--- src/rtl/atmos_light_est.sv ---
// atmos_light_est: estimates atmospheric light A from a dark-channel stream.
// Per frame, the pixel with the largest dark-channel value is tracked (the first
// one wins on ties). The brightest RGB component of that pixel, clamped to
// [A_MIN, A_MAX], becomes the new A. If the frame's accepted-pixel count is not
// PIC_WIDTH*PIC_HEIGHT, the frame is rejected and A is held.
// Optional build macro ATMOS_LIGHT_IIR_EN: A is smoothed as
// (3*A + clamped + 2) >> 2 instead of being loaded directly.
module atmos_light_est #(
    parameter int          PIC_WIDTH  = 640,
    parameter int          PIC_HEIGHT = 480,
    parameter logic [7:0]  A_MIN      = 8'd100,
    parameter logic [7:0]  A_MAX      = 8'd240
) (
    input  logic        clk,
    input  logic        rst,
    input  logic        pre_frame_vsync,
    input  logic        pre_frame_href,
    input  logic        pre_frame_clken,
    input  logic [7:0]  pre_dark,
    input  logic [23:0] pre_img,
    output logic [7:0]  post_A,
    output logic        post_A_valid,
    output logic        post_frame_err
);

    localparam logic [19:0] PIX_TOTAL = 20'(PIC_WIDTH * PIC_HEIGHT);

    typedef enum logic [1:0] {IDLE, ACCUM, CALC, OUT} state_t;

    state_t      state_q, state_d;
    logic        vsync_q, vsync_d;
    logic        armed_q, armed_d;
    logic [7:0]  dark_max_q, dark_max_d;
    logic [7:0]  cand_q, cand_d;
    logic [19:0] cnt_q, cnt_d;
    logic [7:0]  clamped_q, clamped_d;
    logic        bad_q, bad_d;
    logic [7:0]  pend_a_q, pend_a_d;
    logic        pend_vld_q, pend_vld_d;
    logic        pend_err_q, pend_err_d;
    logic [7:0]  post_a_q, post_a_d;
    logic        post_a_valid_q, post_a_valid_d;
    logic        post_frame_err_q, post_frame_err_d;

    logic        pix_ok;
    logic        vs_rise;
    logic        vs_fall;

    function automatic logic [7:0] max_rgb(input logic [23:0] rgb);
        logic [7:0] m;
        m = rgb[23:16];
        if (rgb[15:8] > m) m = rgb[15:8];
        if (rgb[7:0] > m)  m = rgb[7:0];
        return m;
    endfunction

    function automatic logic [7:0] clamp_a(input logic [7:0] v);
        if (v < A_MIN)      return A_MIN;
        else if (v > A_MAX) return A_MAX;
        else                return v;
    endfunction

`ifdef ATMOS_LIGHT_IIR_EN
    function automatic logic [7:0] iir_a(input logic [7:0] prev, input logic [7:0] cur);
        logic [9:0] acc;
        acc = {2'b00, prev} + {2'b00, prev} + {2'b00, prev} + {2'b00, cur} + 10'd2;
        return acc[9:2];
    endfunction
`endif

    assign pix_ok  = pre_frame_vsync & pre_frame_href & pre_frame_clken;
    // A rising edge only counts once vsync has been seen low since reset, so a
    // vsync already high when reset releases does not start a partial frame.
    assign vs_rise = pre_frame_vsync & ~vsync_q & armed_q;
    assign vs_fall = ~pre_frame_vsync & vsync_q;

    // Next-state and datapath logic for the frame FSM and output staging.
    always_comb begin
        state_d          = state_q;
        vsync_d          = pre_frame_vsync;
        armed_d          = armed_q | ~pre_frame_vsync;
        dark_max_d       = dark_max_q;
        cand_d           = cand_q;
        cnt_d            = cnt_q;
        clamped_d        = clamped_q;
        bad_d            = bad_q;
        pend_a_d         = pend_a_q;
        pend_vld_d       = 1'b0;
        pend_err_d       = 1'b0;
        post_a_d         = pend_vld_q ? pend_a_q : post_a_q;
        post_a_valid_d   = pend_vld_q;
        post_frame_err_d = pend_err_q;

        case (state_q)
            IDLE: begin
                if (vs_rise) begin
                    state_d    = ACCUM;
                    dark_max_d = 8'd0;
                    cand_d     = 8'd0;
                    cnt_d      = 20'd0;
                end
            end
            ACCUM: begin
                if (vs_fall) begin
                    state_d = CALC;
                end else if (pix_ok) begin
                    if (cnt_q != '1) cnt_d = cnt_q + 20'd1;
                    if (pre_dark > dark_max_q) begin
                        dark_max_d = pre_dark;
                        cand_d     = max_rgb(pre_img);
                    end
                end
            end
            CALC: begin
                clamped_d = clamp_a(cand_q);
                bad_d     = (cnt_q != PIX_TOTAL);
                state_d   = OUT;
            end
            OUT: begin
                if (bad_q) begin
                    pend_err_d = 1'b1;
                end else begin
                    pend_vld_d = 1'b1;
`ifdef ATMOS_LIGHT_IIR_EN
                    pend_a_d   = iir_a(post_a_q, clamped_q);
`else
                    pend_a_d   = clamped_q;
`endif
                end
                state_d = IDLE;
            end
            default: state_d = IDLE;
        endcase
    end

    // State and output registers; reset discards any frame in progress.
    always_ff @(posedge clk or posedge rst) begin
        if (rst) begin
            state_q          <= IDLE;
            vsync_q          <= 1'b0;
            armed_q          <= 1'b0;
            dark_max_q       <= 8'd0;
            cand_q           <= 8'd0;
            cnt_q            <= 20'd0;
            clamped_q        <= 8'd0;
            bad_q            <= 1'b0;
            pend_a_q         <= 8'd0;
            pend_vld_q       <= 1'b0;
            pend_err_q       <= 1'b0;
            post_a_q         <= A_MAX;
            post_a_valid_q   <= 1'b0;
            post_frame_err_q <= 1'b0;
        end else begin
            state_q          <= state_d;
            vsync_q          <= vsync_d;
            armed_q          <= armed_d;
            dark_max_q       <= dark_max_d;
            cand_q           <= cand_d;
            cnt_q            <= cnt_d;
            clamped_q        <= clamped_d;
            bad_q            <= bad_d;
            pend_a_q         <= pend_a_d;
            pend_vld_q       <= pend_vld_d;
            pend_err_q       <= pend_err_d;
            post_a_q         <= post_a_d;
            post_a_valid_q   <= post_a_valid_d;
            post_frame_err_q <= post_frame_err_d;
        end
    end

    assign post_A         = post_a_q;
    assign post_A_valid   = post_a_valid_q;
    assign post_frame_err = post_frame_err_q;

endmodule
--- config.mk ---
export PLATFORM = sky130hd
export DESIGN_NAME = atmos_light_est
export DESIGN_NICKNAME = d
export VERILOG_FILES = /design/src/rtl/atmos_light_est.sv
export SDC_FILE = /design/constraint.sdc
export NUM_CORES = 1
export LEC_CHECK = 0
export CAP_MARGIN = 15
export CORE_UTILIZATION = 57
export CTS_CLUSTER_DIAMETER = 100
export DETAILED_ROUTE_END_ITERATION = 8
export DONT_BUFFER_PORTS = 1
export MAX_ROUTING_LAYER = met4
export PLACE_DENSITY_LB_ADDON = 0.25
export SYNTH_ARGS = -nofsm -noshare
export SYNTH_HDL_FRONTEND = slang
export SYNTH_SLANG_ARGS = --single-unit
--- constraint.sdc ---
create_clock -name clk -period 2.05 [get_ports clk]
set_input_delay 0.41 -clock clk [delete_from_list [all_inputs] [get_ports clk]]
set_output_delay 0.41 -clock clk [all_outputs]
set_load 0.05 [all_outputs]
==> flow_summary.yaml, run 1 <==
yosys:
  synth_seq_cells: 69
  syn_area_sq_um: 3894
  synth.distinct_cells: 52
  synth_ff_type: "dfrtp_1"
  ys_seq_area_share_pct: 44.47
  yosysMostFrequentCell: "dfrtp_1"
  synth_edf_count: 0
  syn_area_per_cell_sq_um: 9.808
  yosysTopAreaCellShare_pct: 41.77
  ys_warn_count: 0
  syn-num-nets: 465
  synth_top_cells_by_count: "65 x dfrtp_1, 43 x nand2_1, 42 x inv_1"
  ys_top_cells_by_area: "dfrtp_1 42%, ha_1 10%, mux2_2 5.8%, nand2_1 4.1%, inv_1 4.0%"
  synth_top_cell_by_area: "dfrtp_1"
  async_reset_ff_share_pct: 100.0
  netlist_instances: 397
final_layout:
  antenna_cells: 0
  final_nets: 510
  drive_gt1_share_pct: 34.00
  area_delta_synth_final_pct: 25.74
  n_fill_cell: 410
  fin_area_sq_um: 4896
  seqCellArea_sq_um: 1732
  multi_input_area_sq_um: 2292
  final_cells: 524
grt:
  grt_pass1_wl_um: 14870
  grt_usage_pct: 27.14
  grt_pass1_vias: 3272
  grt_overflow: 0
  antenna_found_initial: 0
  grt_start_max_net_pins: 70
power:
  total_leakage_power_nw: 2.130
  p_per_area_nw_per_um2: 1074
  ir_drop_v: 0.0006237
clocking:
  cts_buffers: 9
  worstSkewPairLatency_ns: 0.35
  clock-sinks: 69
  clock_path_buffers: 2
  cts_tree: "yes"
  h-tree-depth: 3
  cts.clk_slew.worst_paths_ns: 0.09
  root_buffer: "clkbuf_8"
  hold_buffers: 0
sta:
  max_clock_freq_mhz: 371.4
  max-slew-margin-rel_pct: 52.37
  finalClockSkew_ns: 0.01036
  finalWorstSetupSlack_ns: -0.6424
  post-route-min-period_ns: 2.692
  hold_violations: 0
  grt_setup_unrepaired: "yes"
  setup_violations: 8
  slew_violations: 0
  fin_crit_sh_pct: 131.3
  tightest_slew_ns: 0.7130
place:
  gp_congestion: 0.8523
  portBuffers: 0
  pre_cts_slack_ns: -0.9091
  dp.cells: 497
  hpwl_um: 5826
  placed_cell_area_sq_um: 4244
critical_path:
  endpoint_kind: "register"
  critPathLaunchType: "input port"
  critPathRequiredTime_ns: 2.28
  crit_chain: "ha_4 > nor2b_4 > o211ai_1 > a21oi_2 > o22ai_4 > buf_6 > mux2i_4 > ha_4 > nor2b_4 > o211ai_1 > a21oi_2 > o21ai_2 > nand2b_4 > buf_6 > o221ai_2"
  crit_slowest_cell: "mux2i_4"
  setup.worst_path.class: "in2reg"
  cp_data_arrival_time_ns: 2.92
  cp_max_fo: 4
  crit_path_max_incr_delay_ns: 0.29
drt:
  ant_nets: 0
  first_pass_iters: 9
  drt_iter0_markers: 224
  viasPerCell: 6.210
  wl_um: 9587
  wl_per_cell_um: 18.30
  drcViolationCount: 1
  vias: 3254
floorplanning:
  ioPinCount: 47
  core_area_sq_um: 6459
  die-area_sq_um: 7166
  rows: 29
  die_w_um: 84.65
  die_h_um: 84.65
  initial_core_util_pct: 60.29
run_status:
  violations: "DRC, setup timing"
  outcome: "complete, but fails checks"
worst_hold_path:
  worstHoldPathType: "in2async"
job:
  maxCapViolCount: 0
## per-stage QoR
| stage | setup TNS, ns | util (%) | hold WS, ns | total power [W] |
|---|---|---|---|---|
| 5_1_grt | -5.970 | 75.80 | 0.02712 | 0.005572 |
| 3_5_place_dp | -7.105 | 65.71 | 0.3364 | 0.003710 |
| 4_1_cts | -3.297 | 71.56 | 0.02841 | 0.004984 |
| 2_1_floorplan | -6.243 | - | 0.3312 | 0.003072 |
| 3_3_place_gp | -6.698 | 65.71 | 0.3355 | 0.003625 |
| 6_report | -5.045 | 75.80 | 0.01943 | 0.005260 |
## cells in the final DEF, fill, tap and decap left out, types with 4 or more instances in the layout
cell / synthesis / final
nand3_1: 15 / 13
o21ai_1: 8 / 10
o41ai_1: 6 / 4
dfrtp_1: 65 / 65
nor2b_1: 7 / 5
nor4_1: 6 / 6
o211ai_1: 5 / 5
inv_1: 42 / 35
buf_6: 2 / 11
dfstp_2: 4 / 4
buf_4: 1 / 34
nand2_2: 1 / 4
inv_2: 0 / 5
a21oi_2: 0 / 6
nand4_1: 11 / 11
ha_4: 0 / 7
nand2_1: 43 / 38
o21ai_0: 23 / 19
ha_1: 31 / 22
a31oi_1: 6 / 6
o221ai_2: 1 / 8
a21oi_1: 20 / 14
clkbuf_8: 0 / 9
nor2_1: 11 / 11
mux2_2: 20 / 20
inv_6: 0 / 4
mux2i_2: 0 / 4
## metal layers
| metal | track usage [%] | part of all wire [%] | up-vias |
|---|---|---|---|
| li1 | - | - | 1532 |
| met1 | 34.67 | 43 | 1584 |
| met2 | 42.79 | 49 | 117 |
| met3 | 6.391 | 5.5 | 21 |
| met4 | 9.091 | 2.1 | 0 |
| met5 | - | 0 | - |
## registers in the layout (all words and copies together) (netlist names)
| signal | count |
|---|---|
| cand_q | 8 |
| clamped_q | 8 |
| pend_vld_q | 1 |
| post_A_valid | 1 |
| state_q | 2 |
| armed_q | 1 |
| vsync_q | 1 |
| dark_max_q | 8 |
| pend_err_q | 1 |
| cnt_q | 20 |
| post_frame_err | 1 |
| pend_a_q | 8 |
| bad_q | 1 |
| post_A | 8 |
## cells by family (layout without fill, tap and decap cells)
kind of cell | Yosys count | count (layout) | synth area share (%)
multiplexers | 28 | 28 | 7.841
AND/OR/NAND/NOR | 116 | 116 | 15.30
adder cells (fa/ha/maj) | 31 | 31 | 9.961
buffers and inverters | 55 | 105 | 5.784
flip-flops | 69 | 69 | 44.47
AO/OA/AOI/OAI | 98 | 98 | 16.65
## cell type report
cell class | instances | share of cell area (%)
clock buffer | 9 | 2.530
clock inverter | 7 | 1.636
inverter | 43 | 3.527
multi-input combinational | 273 | 46.82
sequential | 69 | 35.37
tap | 77 | 1.968
timing repair buffer | 46 | 8.152
## power breakdown
part           internal, W  switching, W
clock             0.000581      0.000581
combinational     0.000935      0.000999
sequential         0.00171      0.000457
total              0.00322       0.00204
## worst paths after layout
path | from | to | slack, ns | depth (start not counted)
hold / removal | rst | state_q[0] | 0.02 | 2
setup / recovery | pre_img[9] | cand_q[1] | -0.64 | 15
min in group clk | pre_frame_vsync | vsync_q | 0.09 | 0
hold reg to reg | pend_err_q | post_frame_err | 0.35 | 0
setup reg to reg | dark_max_q[3] | cand_q[4] | -0.07 | 10
max in group asynchronous | rst | post_A[4] | 1.72 | 2
## worst max-delay path, delay by kind of cell
| kind | cells | cell delay [ns] |
|---|---|---|
| buffers and inverters | 2 | 0.27 |
| adders and majority gates | 2 | 0.48 |
| AOI/OAI and AO/OA | 7 | 1.05 |
| muxes | 1 | 0.29 |
| and+or+nand+nor | 3 | 0.41 |
## what timing repair did
action	in CTS	in global routing
cloned	0	2
buffers inserted	5	4
endpoints found under the setup margin	13	29
pin swaps	12	11
resized for setup	30	53
endpoints found under the hold margin	0	0
(Power assumes the default switching activity.)
==> run 2, diff against run 1 <==
- CORE_MARGIN: default -> 1
- SLEW_MARGIN: default -> 25
==> results of run 2 <==
No change in the layout: final DEF, timing and power equal those of run 1.
